`config.mk`:
```
export PLATFORM = sky130hd
export DESIGN_NAME = sram_16b_bridge
export DESIGN_NICKNAME = d
export VERILOG_FILES = /design/src/rtl/sram_16b_bridge.sv
export SDC_FILE = /design/constraint.sdc
export NUM_CORES = 1
export LEC_CHECK = 0
export ABC_CLOCK_PERIOD_IN_PS = 4400
export BUFFER_PORTS_ARGS = -buffer_cell sky130_fd_sc_hd__buf_2
export CORE_MARGIN = 10
export CORE_UTILIZATION = 45
export DETAILED_ROUTE_END_ITERATION = 7
export PLACE_DENSITY = 0.71
export SKIP_LAST_GASP = 1
export SLEW_MARGIN = 30
export SYNTH_ARGS = -nofsm -noshare
export SYNTH_HDL_FRONTEND = slang
export SYNTH_SLANG_ARGS = --single-unit
```
`constraint.sdc`:
```
create_clock -name i_clk -period 4.4 [get_ports i_clk]
set_clock_uncertainty 0.1 [all_clocks]
set_input_delay 0.88 -clock i_clk [delete_from_list [all_inputs] [get_ports i_clk]]
set_output_delay 0.88 -clock i_clk [all_outputs]
set_load 0.01 [all_outputs]
```
`src/rtl/sram_16b_bridge.sv`:
```
// sram_16b_bridge: runs one 32-bit LSU word request as two 16-bit accesses on an
// IS61WV25616 asynchronous SRAM, with a programmable wait count per half access.
// Optional feature macro: SRAM_BRIDGE_RANGE_CHECK_EN (address window check on
// ADDR_MIN..ADDR_MAX; out-of-range requests complete with o_ERR and no SRAM access).
module sram_16b_bridge #(
    parameter int unsigned WAIT_CYCLES = 1,
    parameter logic [31:0] ADDR_MIN    = 32'h2000,
    parameter logic [31:0] ADDR_MAX    = 32'h3FFF
) (
    input  logic        i_clk,
    input  logic        i_rst,
    input  logic [31:0] i_ADDR,
    input  logic [31:0] i_WDATA,
    input  logic [3:0]  i_BMASK,
    input  logic        i_WREN,
    input  logic        i_RDEN,
    output logic [31:0] o_RDATA,
    output logic        o_ACK,
    output logic        o_ERR,
    output logic [17:0] o_SRAM_ADDR,
    output logic [15:0] o_SRAM_DQ,
    output logic        o_SRAM_DQ_OE,
    input  logic [15:0] i_SRAM_DQ,
    output logic        o_SRAM_CE_N,
    output logic        o_SRAM_OE_N,
    output logic        o_SRAM_WE_N,
    output logic        o_SRAM_LB_N,
    output logic        o_SRAM_UB_N
);

    localparam int unsigned PHASE_LEN = WAIT_CYCLES + 2;
    localparam int unsigned CNT_W     = $clog2(PHASE_LEN);
    localparam logic [CNT_W-1:0] CNT_LAST = CNT_W'(PHASE_LEN - 1);
    localparam logic [CNT_W-1:0] WE_FIRST = CNT_W'(1);
    localparam logic [CNT_W-1:0] WE_LAST  = CNT_W'(PHASE_LEN - 2);

    localparam logic [1:0] S_IDLE = 2'd0;
    localparam logic [1:0] S_LO   = 2'd1;
    localparam logic [1:0] S_HI   = 2'd2;
    localparam logic [1:0] S_DONE = 2'd3;

    logic [1:0]       r_state;
    logic [CNT_W-1:0] r_cnt;
    logic [16:0]      r_word;
    logic [31:0]      r_wdata;
    logic [3:0]       r_mask;
    logic             r_write;
    logic             r_ack;
    logic [31:0]      r_rdata;
    logic [17:0]      r_sram_addr;
    logic [15:0]      r_sram_dq;
    logic             r_dq_oe;
    logic             r_ce_n;
    logic             r_oe_n;
    logic             r_we_n;
    logic             r_lb_n;
    logic             r_ub_n;

    logic [1:0]       w_state_nx;
    logic [CNT_W-1:0] w_cnt_nx;
    logic             w_accept;
    logic             w_range_bad;
    logic             w_op_write;
    logic [16:0]      w_op_word;
    logic [31:0]      w_op_data;
    logic [3:0]       w_op_mask;
    logic             w_hi;
    logic [17:0]      w_addr_nx;
    logic [15:0]      w_dq_nx;
    logic             w_dq_oe_nx;
    logic             w_ce_n_nx;
    logic             w_oe_n_nx;
    logic             w_we_n_nx;
    logic             w_lb_n_nx;
    logic             w_ub_n_nx;
    logic             w_lo_end;
    logic             w_hi_end;

`ifdef SRAM_BRIDGE_RANGE_CHECK_EN
    logic r_bad;
    logic r_err;

    // Address window check on the full byte address of the incoming request.
    assign w_range_bad = (i_ADDR < ADDR_MIN) || (i_ADDR > ADDR_MAX);
    assign o_ERR       = r_err;

    // Remember whether the accepted request was out of range; pulse error with ack.
    always_ff @(posedge i_clk or negedge i_rst) begin
        if (!i_rst) begin
            r_bad <= 1'b0;
            r_err <= 1'b0;
        end else begin
            if (w_accept) begin
                r_bad <= w_range_bad;
            end
            r_err <= (r_state == S_DONE) && r_bad;
        end
    end
`else
    logic w_unused_cfg;

    // Upper address bits alias and the window bounds have no function here.
    assign w_range_bad  = 1'b0;
    assign o_ERR        = 1'b0;
    assign w_unused_cfg = ^{ADDR_MIN, ADDR_MAX, i_ADDR[31:19], i_ADDR[1:0]};
`endif

    assign w_lo_end = (r_state == S_LO) && (r_cnt == CNT_LAST);
    assign w_hi_end = (r_state == S_HI) && (r_cnt == CNT_LAST);

    // Next state, phase counter and next values of the registered SRAM pins.
    always_comb begin
        w_state_nx = r_state;
        w_cnt_nx   = r_cnt;
        w_accept   = 1'b0;
        w_hi       = 1'b0;
        w_addr_nx  = r_sram_addr;
        w_dq_nx    = r_sram_dq;
        w_dq_oe_nx = 1'b0;
        w_ce_n_nx  = 1'b1;
        w_oe_n_nx  = 1'b1;
        w_we_n_nx  = 1'b1;
        w_lb_n_nx  = 1'b1;
        w_ub_n_nx  = 1'b1;

        case (r_state)
            S_IDLE: begin
                if (i_WREN || i_RDEN) begin
                    w_accept = 1'b1;
                    w_cnt_nx = '0;
                    if (w_range_bad) begin
                        w_state_nx = S_DONE;
                    end else if (!i_WREN) begin
                        w_state_nx = S_LO;
                    end else if (|i_BMASK[1:0]) begin
                        w_state_nx = S_LO;
                    end else if (|i_BMASK[3:2]) begin
                        w_state_nx = S_HI;
                    end else begin
                        w_state_nx = S_DONE;
                    end
                end
            end
            S_LO: begin
                if (r_cnt == CNT_LAST) begin
                    w_cnt_nx   = '0;
                    w_state_nx = (!r_write || (|r_mask[3:2])) ? S_HI : S_DONE;
                end else begin
                    w_cnt_nx = r_cnt + CNT_W'(1);
                end
            end
            S_HI: begin
                if (r_cnt == CNT_LAST) begin
                    w_cnt_nx   = '0;
                    w_state_nx = S_DONE;
                end else begin
                    w_cnt_nx = r_cnt + CNT_W'(1);
                end
            end
            S_DONE: begin
                w_state_nx = S_IDLE;
            end
            default: begin
                w_state_nx = S_IDLE;
            end
        endcase

        w_op_write = w_accept ? i_WREN         : r_write;
        w_op_word  = w_accept ? i_ADDR[18:2]   : r_word;
        w_op_data  = w_accept ? i_WDATA        : r_wdata;
        w_op_mask  = w_accept ? i_BMASK        : r_mask;

        if ((w_state_nx == S_LO) || (w_state_nx == S_HI)) begin
            w_hi      = (w_state_nx == S_HI);
            w_ce_n_nx = 1'b0;
            w_addr_nx = {w_op_word, w_hi};
            if (w_op_write) begin
                w_dq_oe_nx = 1'b1;
                w_dq_nx    = w_hi ? w_op_data[31:16] : w_op_data[15:0];
                w_we_n_nx  = !((w_cnt_nx >= WE_FIRST) && (w_cnt_nx <= WE_LAST));
                w_lb_n_nx  = ~(w_hi ? w_op_mask[2] : w_op_mask[0]);
                w_ub_n_nx  = ~(w_hi ? w_op_mask[3] : w_op_mask[1]);
            end else begin
                w_oe_n_nx = 1'b0;
                w_lb_n_nx = 1'b0;
                w_ub_n_nx = 1'b0;
            end
        end
    end

    // State register plus registered SRAM controls and completion pulse.
    always_ff @(posedge i_clk or negedge i_rst) begin
        if (!i_rst) begin
            r_state     <= S_IDLE;
            r_cnt       <= '0;
            r_ack       <= 1'b0;
            r_sram_addr <= '0;
            r_sram_dq   <= '0;
            r_dq_oe     <= 1'b0;
            r_ce_n      <= 1'b1;
            r_oe_n      <= 1'b1;
            r_we_n      <= 1'b1;
            r_lb_n      <= 1'b1;
            r_ub_n      <= 1'b1;
        end else begin
            r_state     <= w_state_nx;
            r_cnt       <= w_cnt_nx;
            r_ack       <= (r_state == S_DONE);
            r_sram_addr <= w_addr_nx;
            r_sram_dq   <= w_dq_nx;
            r_dq_oe     <= w_dq_oe_nx;
            r_ce_n      <= w_ce_n_nx;
            r_oe_n      <= w_oe_n_nx;
            r_we_n      <= w_we_n_nx;
            r_lb_n      <= w_lb_n_nx;
            r_ub_n      <= w_ub_n_nx;
        end
    end

    // Request latch and read-data capture at the end of each read half.
    always_ff @(posedge i_clk or negedge i_rst) begin
        if (!i_rst) begin
            r_word  <= '0;
            r_wdata <= '0;
            r_mask  <= '0;
            r_write <= 1'b0;
            r_rdata <= '0;
        end else begin
            if (w_accept) begin
                r_word  <= i_ADDR[18:2];
                r_wdata <= i_WDATA;
                r_mask  <= i_BMASK;
                r_write <= i_WREN;
                if (w_range_bad && !i_WREN) begin
                    r_rdata <= '0;
                end
            end
            if (!r_write && w_lo_end) begin
                r_rdata[15:0] <= i_SRAM_DQ;
            end
            if (!r_write && w_hi_end) begin
                r_rdata[31:16] <= i_SRAM_DQ;
            end
        end
    end

    assign o_RDATA      = r_rdata;
    assign o_ACK        = r_ack;
    assign o_SRAM_ADDR  = r_sram_addr;
    assign o_SRAM_DQ    = r_sram_dq;
    assign o_SRAM_DQ_OE = r_dq_oe;
    assign o_SRAM_CE_N  = r_ce_n;
    assign o_SRAM_OE_N  = r_oe_n;
    assign o_SRAM_WE_N  = r_we_n;
    assign o_SRAM_LB_N  = r_lb_n;
    assign o_SRAM_UB_N  = r_ub_n;

endmodule

```
==> flow_summary.html <==
<table>
<tr><th>Metric</th><th>Value</th></tr>
<tr><th colspan="2">Detailed routing</th></tr>
<tr><td>DRC marker count from the first detailed-route iteration</td><td>99</td></tr>
<tr><td>Antenna violation net count after detailed routing</td><td>0</td></tr>
<tr><td>Final routed wire length divided by cell count</td><td>18.0 um</td></tr>
<tr><td># DRC</td><td>0</td></tr>
<tr><td>Detailed Routing Iterations Pass 1</td><td>4</td></tr>
<tr><td>Sum of routed wire length over all layers</td><td>11800 um</td></tr>
<tr><td>Via count normalized by instance count</td><td>5.14</td></tr>
<tr><td>Vias</td><td>3382</td></tr>
<tr><th colspan="2">Global routing</th></tr>
<tr><td>Number of antenna violations at the first check in global routing</td><td>2</td></tr>
<tr><td>Via count of the first global-routing pass</td><td>3881</td></tr>
<tr><td>Global routing met3 resource utilization</td><td>6.77%</td></tr>
<tr><td>Pin count of the biggest net entering global routing</td><td>70</td></tr>
<tr><td>First-pass GRT wire length</td><td>18800 um</td></tr>
<tr><td>GRT Overall Usage</td><td>14.1%</td></tr>
<tr><td>Most Crowded Layer GR</td><td>met2</td></tr>
<tr><td>Met1 capacity usage during global routing</td><td>14.7%</td></tr>
<tr><td>Total congestion overflow</td><td>0</td></tr>
<tr><td>GR met2 Demand/Resource</td><td>23.7%</td></tr>
<tr><th colspan="2">Logic synthesis</th></tr>
<tr><td>Post-synth top area share</td><td>57.3%</td></tr>
<tr><td>Share of flip-flops with an asynchronous set or reset after synthesis</td><td>100%</td></tr>
<tr><td>Unique cell type count in the Yosys netlist</td><td>40</td></tr>
<tr><td>Biggest area consumer among synthesized cells</td><td>sky130_fd_sc_hd__dfrtp_1</td></tr>
<tr><td>Syn Nets</td><td>434</td></tr>
<tr><td>Number of warnings reported in the yosys synthesis log</td><td>0</td></tr>
<tr><td>Cell with the most instances after synthesis</td><td>sky130_fd_sc_hd__dfrtp_1</td></tr>
<tr><td>Post-synthesis cell area</td><td>5500 um^2</td></tr>
<tr><td>Mean Syn Cell Area</td><td>16.1 um^2</td></tr>
<tr><td>Sequential cell area fraction in the yosys report</td><td>59.7%</td></tr>
<tr><td>Number of enable flip-flop cells after synthesis</td><td>0</td></tr>
<tr><td>Top cells by area, synth</td><td>sky130_fd_sc_hd__dfrtp_1 (57%), sky130_fd_sc_hd__mux2_2 (23%), sky130_fd_sc_hd__mux4_2 (4.1%), sky130_fd_sc_hd__mux4_1 (2.9%), sky130_fd_sc_hd__dfstp_2 (2.4%)</td></tr>
<tr><td>Total of flip-flops plus latches after synthesis</td><td>131</td></tr>
<tr><td>Most instantiated flip-flop cell in the synthesis netlist</td><td>sky130_fd_sc_hd__dfrtp_1</td></tr>
<tr><td>Most frequent cells after synthesis</td><td>sky130_fd_sc_hd__dfrtp_1 (126), sky130_fd_sc_hd__mux2_2 (114), sky130_fd_sc_hd__mux4_2 (10)</td></tr>
<tr><td>Post-Syn Instances</td><td>341</td></tr>
<tr><th colspan="2">Floorplanning</th></tr>
<tr><td>Width of the chip</td><td>131 um</td></tr>
<tr><td>Core region area</td><td>12000 um^2</td></tr>
<tr><td>Std-Cell Rows</td><td>40</td></tr>
<tr><td>Starting utilization of the core area</td><td>45.8%</td></tr>
<tr><td>Die Footprint</td><td>17100 um^2</td></tr>
<tr><td>Height of the die</td><td>131 um</td></tr>
<tr><td>Ports</td><td>162</td></tr>
<tr><th colspan="2">Pwr</th></tr>
<tr><td>Comb power frac</td><td>44.7%</td></tr>
<tr><td>Worst VDD drop</td><td>0.384 mV</td></tr>
<tr><td>Share of power burned in the clock network</td><td>20.7%</td></tr>
<tr><td>Part of the total power dissipated in sequential elements</td><td>34.6%</td></tr>
<tr><td>Reported net switching power</td><td>2.02 mW</td></tr>
<tr><td>Switching share of total power</td><td>32.5%</td></tr>
<tr><td>Total Power Consumption</td><td>6.22 mW</td></tr>
<tr><td>PD cells</td><td>897 nW/um^2</td></tr>
<tr><td>Total leakage power</td><td>3.25 nW</td></tr>
<tr><td>Internal power</td><td>4.20 mW</td></tr>
<tr><th colspan="2">Finish</th></tr>
<tr><td>Area growth from synthesis to final layout</td><td>26.1%</td></tr>
<tr><td>Post-layout instance area</td><td>6940 um^2</td></tr>
<tr><td>Net count reported at finish</td><td>590</td></tr>
<tr><td># fillers</td><td>1011</td></tr>
<tr><td>Non-filler instance count after layout</td><td>658</td></tr>
<tr><td>Share of cells above drive strength 1</td><td>61.2%</td></tr>
<tr><th colspan="2">Status</th></tr>
<tr><td>Status</td><td>completed</td></tr>
<tr><th colspan="2">Timing</th></tr>
<tr><td>Minimum clock period after layout</td><td>3180 ps</td></tr>
<tr><td>Slew headroom</td><td>46.7%</td></tr>
<tr><td>Final Hold Violating Endpoints</td><td>0</td></tr>
<tr><td>Hold_ws</td><td>365 ps</td></tr>
<tr><td>Final Max Tran Viols</td><td>0</td></tr>
<tr><td>Post-route clock period utilization</td><td>72.2%</td></tr>
<tr><td>Unrepaired setup endpoints after global routing</td><td>no</td></tr>
<tr><td>Highest achievable clock rate</td><td>315 MHz</td></tr>
<tr><td>Fin Setup TNS</td><td>0 ps</td></tr>
<tr><td>Final Setup Violations</td><td>0</td></tr>
<tr><td>Slew of the pin with the lowest slew margin</td><td>797 ps</td></tr>
<tr><th colspan="2">Critical path</th></tr>
<tr><td>Cell family contributing the most delay on the critical path</td><td>adder cells</td></tr>
<tr><td>Crit Path Category</td><td>register to register</td></tr>
<tr><td>Worst-path maximum fanout</td><td>13</td></tr>
<tr><td>Worst path bufs/invs</td><td>3</td></tr>
<tr><td>Critical path required time</td><td>4580 ps</td></tr>
<tr><td>Sort of element at the start of the critical path</td><td>register</td></tr>
<tr><td>Slowest cell on crit path</td><td>sky130_fd_sc_hd__dfrtp_1</td></tr>
<tr><td>Cell occurring most often along the worst timing path</td><td>sky130_fd_sc_hd__ha_1</td></tr>
<tr><td>Internal reg-to-reg setup slack</td><td>1220 ps</td></tr>
<tr><td>Longest individual stage delay on the worst path</td><td>430 ps</td></tr>
<tr><td>Data arrival time of the worst path</td><td>3360 ps</td></tr>
<tr><td>Sequence of cells on the critical path</td><td>inv_1 -&gt; ha_1 -&gt; nor3b_1 -&gt; o22ai_1 -&gt; o21ai_0 -&gt; o41ai_1 -&gt; ha_1 -&gt; clkinv_1 -&gt; buf_4 -&gt; mux4_2 -&gt; mux2_2</td></tr>
<tr><td>Critical path capture point type</td><td>register</td></tr>
<tr><th colspan="2">Clock tree</th></tr>
<tr><td>Buffer cell driving the clock tree root</td><td>sky130_fd_sc_hd__clkbuf_16</td></tr>
<tr><td>Total clock sinks</td><td>131</td></tr>
<tr><td>TritonCTS clock tree</td><td>yes</td></tr>
<tr><td>Number of hold buffers added after CTS</td><td>0</td></tr>
<tr><td>H-tree levels</td><td>4</td></tr>
<tr><td>Buffer count from post-CTS setup fixing</td><td>0</td></tr>
<tr><td>Worst-path clk slew</td><td>50 ps</td></tr>
<tr><td>Maximum buffer depth of the clock tree</td><td>2</td></tr>
<tr><td>Quantity of gates resized following cts</td><td>0</td></tr>
<tr><td>Clk_lat worst skew</td><td>400 ps</td></tr>
<tr><td>Number of clock buffers inserted by TritonCTS</td><td>17</td></tr>
<tr><th colspan="2">Run</th></tr>
<tr><td>Maxcap violations</td><td>0</td></tr>
<tr><th colspan="2">Placement</th></tr>
<tr><td>Total of buffers placed on input and output ports</td><td>145</td></tr>
<tr><td>Half-perimeter wire length after detailed placement</td><td>8650 um</td></tr>
<tr><td>Placed instance count</td><td>625</td></tr>
<tr><td>Final GP Congestion</td><td>0.774</td></tr>
<tr><td>Cell area reported after detailed placement</td><td>6390 um^2</td></tr>
<tr><th colspan="2">Hold path</th></tr>
<tr><td>Hold Crit Class</td><td>input port to asynchronous set/reset pin</td></tr>
</table>
[worst paths after layout]
check | from | endpoint | cells past startpoint
max | r_state[0] | o_SRAM_DQ[13] | 11
min reg2reg | r_wdata[9] | r_wdata[9] | 1
min | i_rst | r_wdata[9] | 1
max reg2reg | r_state[0] | o_SRAM_DQ[13] | 11
min in group i_clk | r_wdata[9] | r_wdata[9] | 1
max in group asynchronous | i_rst | o_SRAM_CE_N | 2
[registers in the layout (all words and copies together) (netlist names), 2 cells and up]
signal and cells:
o_RDATA 32, r_mask 4, r_cnt 2, r_word 17
o_SRAM_ADDR 18, o_SRAM_DQ 16, r_wdata 32, r_state 2
[power groups by stage]
stage               clock (mW)  combinational, mW  sequential (mW)
finish                    1.29               2.78             2.16
global route              1.37               3.04             2.23
global placement             0               2.75             2.13
detailed placement           0               2.84             2.17
floorplan                    0               1.89             2.28
CTS                       1.32               2.84             2.16
[per-layer routing]
layer	vias up	routed length, um
li1	1552	-
met1	1701	4650
met2	104	5900
met3	23	1060
met4	2	215
met5	-	13
[cell type report]
class                           instances  area, um^2  area share (%)
Antenna cell                            1        2.50          0.0361
Clock buffer                           27         493            7.10
Clock inverter                          5        50.0           0.721
Inverter                                6        22.5           0.325
Multi-Input combinational cell        188        2090            30.1
Sequential cell                       131        3280            47.3
Tap cell                              147         184            2.65
Timing Repair Buffer                  153         817            11.8
[kinds of logic (layout without fill, tap and decap cells)]
group	count (synthesis)	count (layout)	synth area share (%)
AO/OA/AOI/OAI	23	23	2.91
adder cells (fa/ha/maj)	5	5	1.14
buffers and inverters	22	191	2.41
flip-flops	131	131	59.7
multiplexers	134	134	31.1
other	1	2	0.0681
AND/OR/NAND/NOR	25	25	2.68
[cell usage in the layout, fill, tap and decap left out, types with 2 or more instances in the layout]
| cell type | instances |
|---|---|
| sky130_fd_sc_hd__nor2_1 | 7 |
| sky130_fd_sc_hd__mux4_2 | 10 |
| sky130_fd_sc_hd__clkbuf_1 | 7 |
| sky130_fd_sc_hd__nor3b_2 | 2 |
| sky130_fd_sc_hd__a21oi_1 | 8 |
| sky130_fd_sc_hd__buf_2 | 144 |
| sky130_fd_sc_hd__dfrtp_1 | 126 |
| sky130_fd_sc_hd__mux2_1 | 4 |
| sky130_fd_sc_hd__nand2_1 | 5 |
| sky130_fd_sc_hd__nand2b_1 | 2 |
| sky130_fd_sc_hd__mux4_1 | 6 |
| sky130_fd_sc_hd__nor3b_1 | 2 |
| sky130_fd_sc_hd__clkbuf_8 | 3 |
| sky130_fd_sc_hd__o21ai_0 | 2 |
| sky130_fd_sc_hd__inv_1 | 5 |
| sky130_fd_sc_hd__dfstp_2 | 5 |
| sky130_fd_sc_hd__buf_12 | 2 |
| sky130_fd_sc_hd__o31ai_1 | 2 |
| sky130_fd_sc_hd__clkbuf_16 | 17 |
| sky130_fd_sc_hd__ha_1 | 5 |
| sky130_fd_sc_hd__mux2_2 | 114 |
| sky130_fd_sc_hd__clkinv_2 | 4 |
| sky130_fd_sc_hd__buf_4 | 6 |
[worst reg2reg max path, delay by kind of cell, from the launching register on]
kind	cells	cell delay, ps
compound gates	3	550
fa+ha+maj	2	630
buf+inv	3	500
flops	1	430
mux	2	600
simple gates	1	240
[metrics by stage]
step	utilization, %	worst slack (ps)
5_1_grt	57.8	981
6_report	57.8	1220
2_1_floorplan	-	1530
3_5_place_dp	53.2	1150
4_1_cts	57.7	1240
3_3_place_gp	53.2	1220
Power figures use the tool's default switching activity.
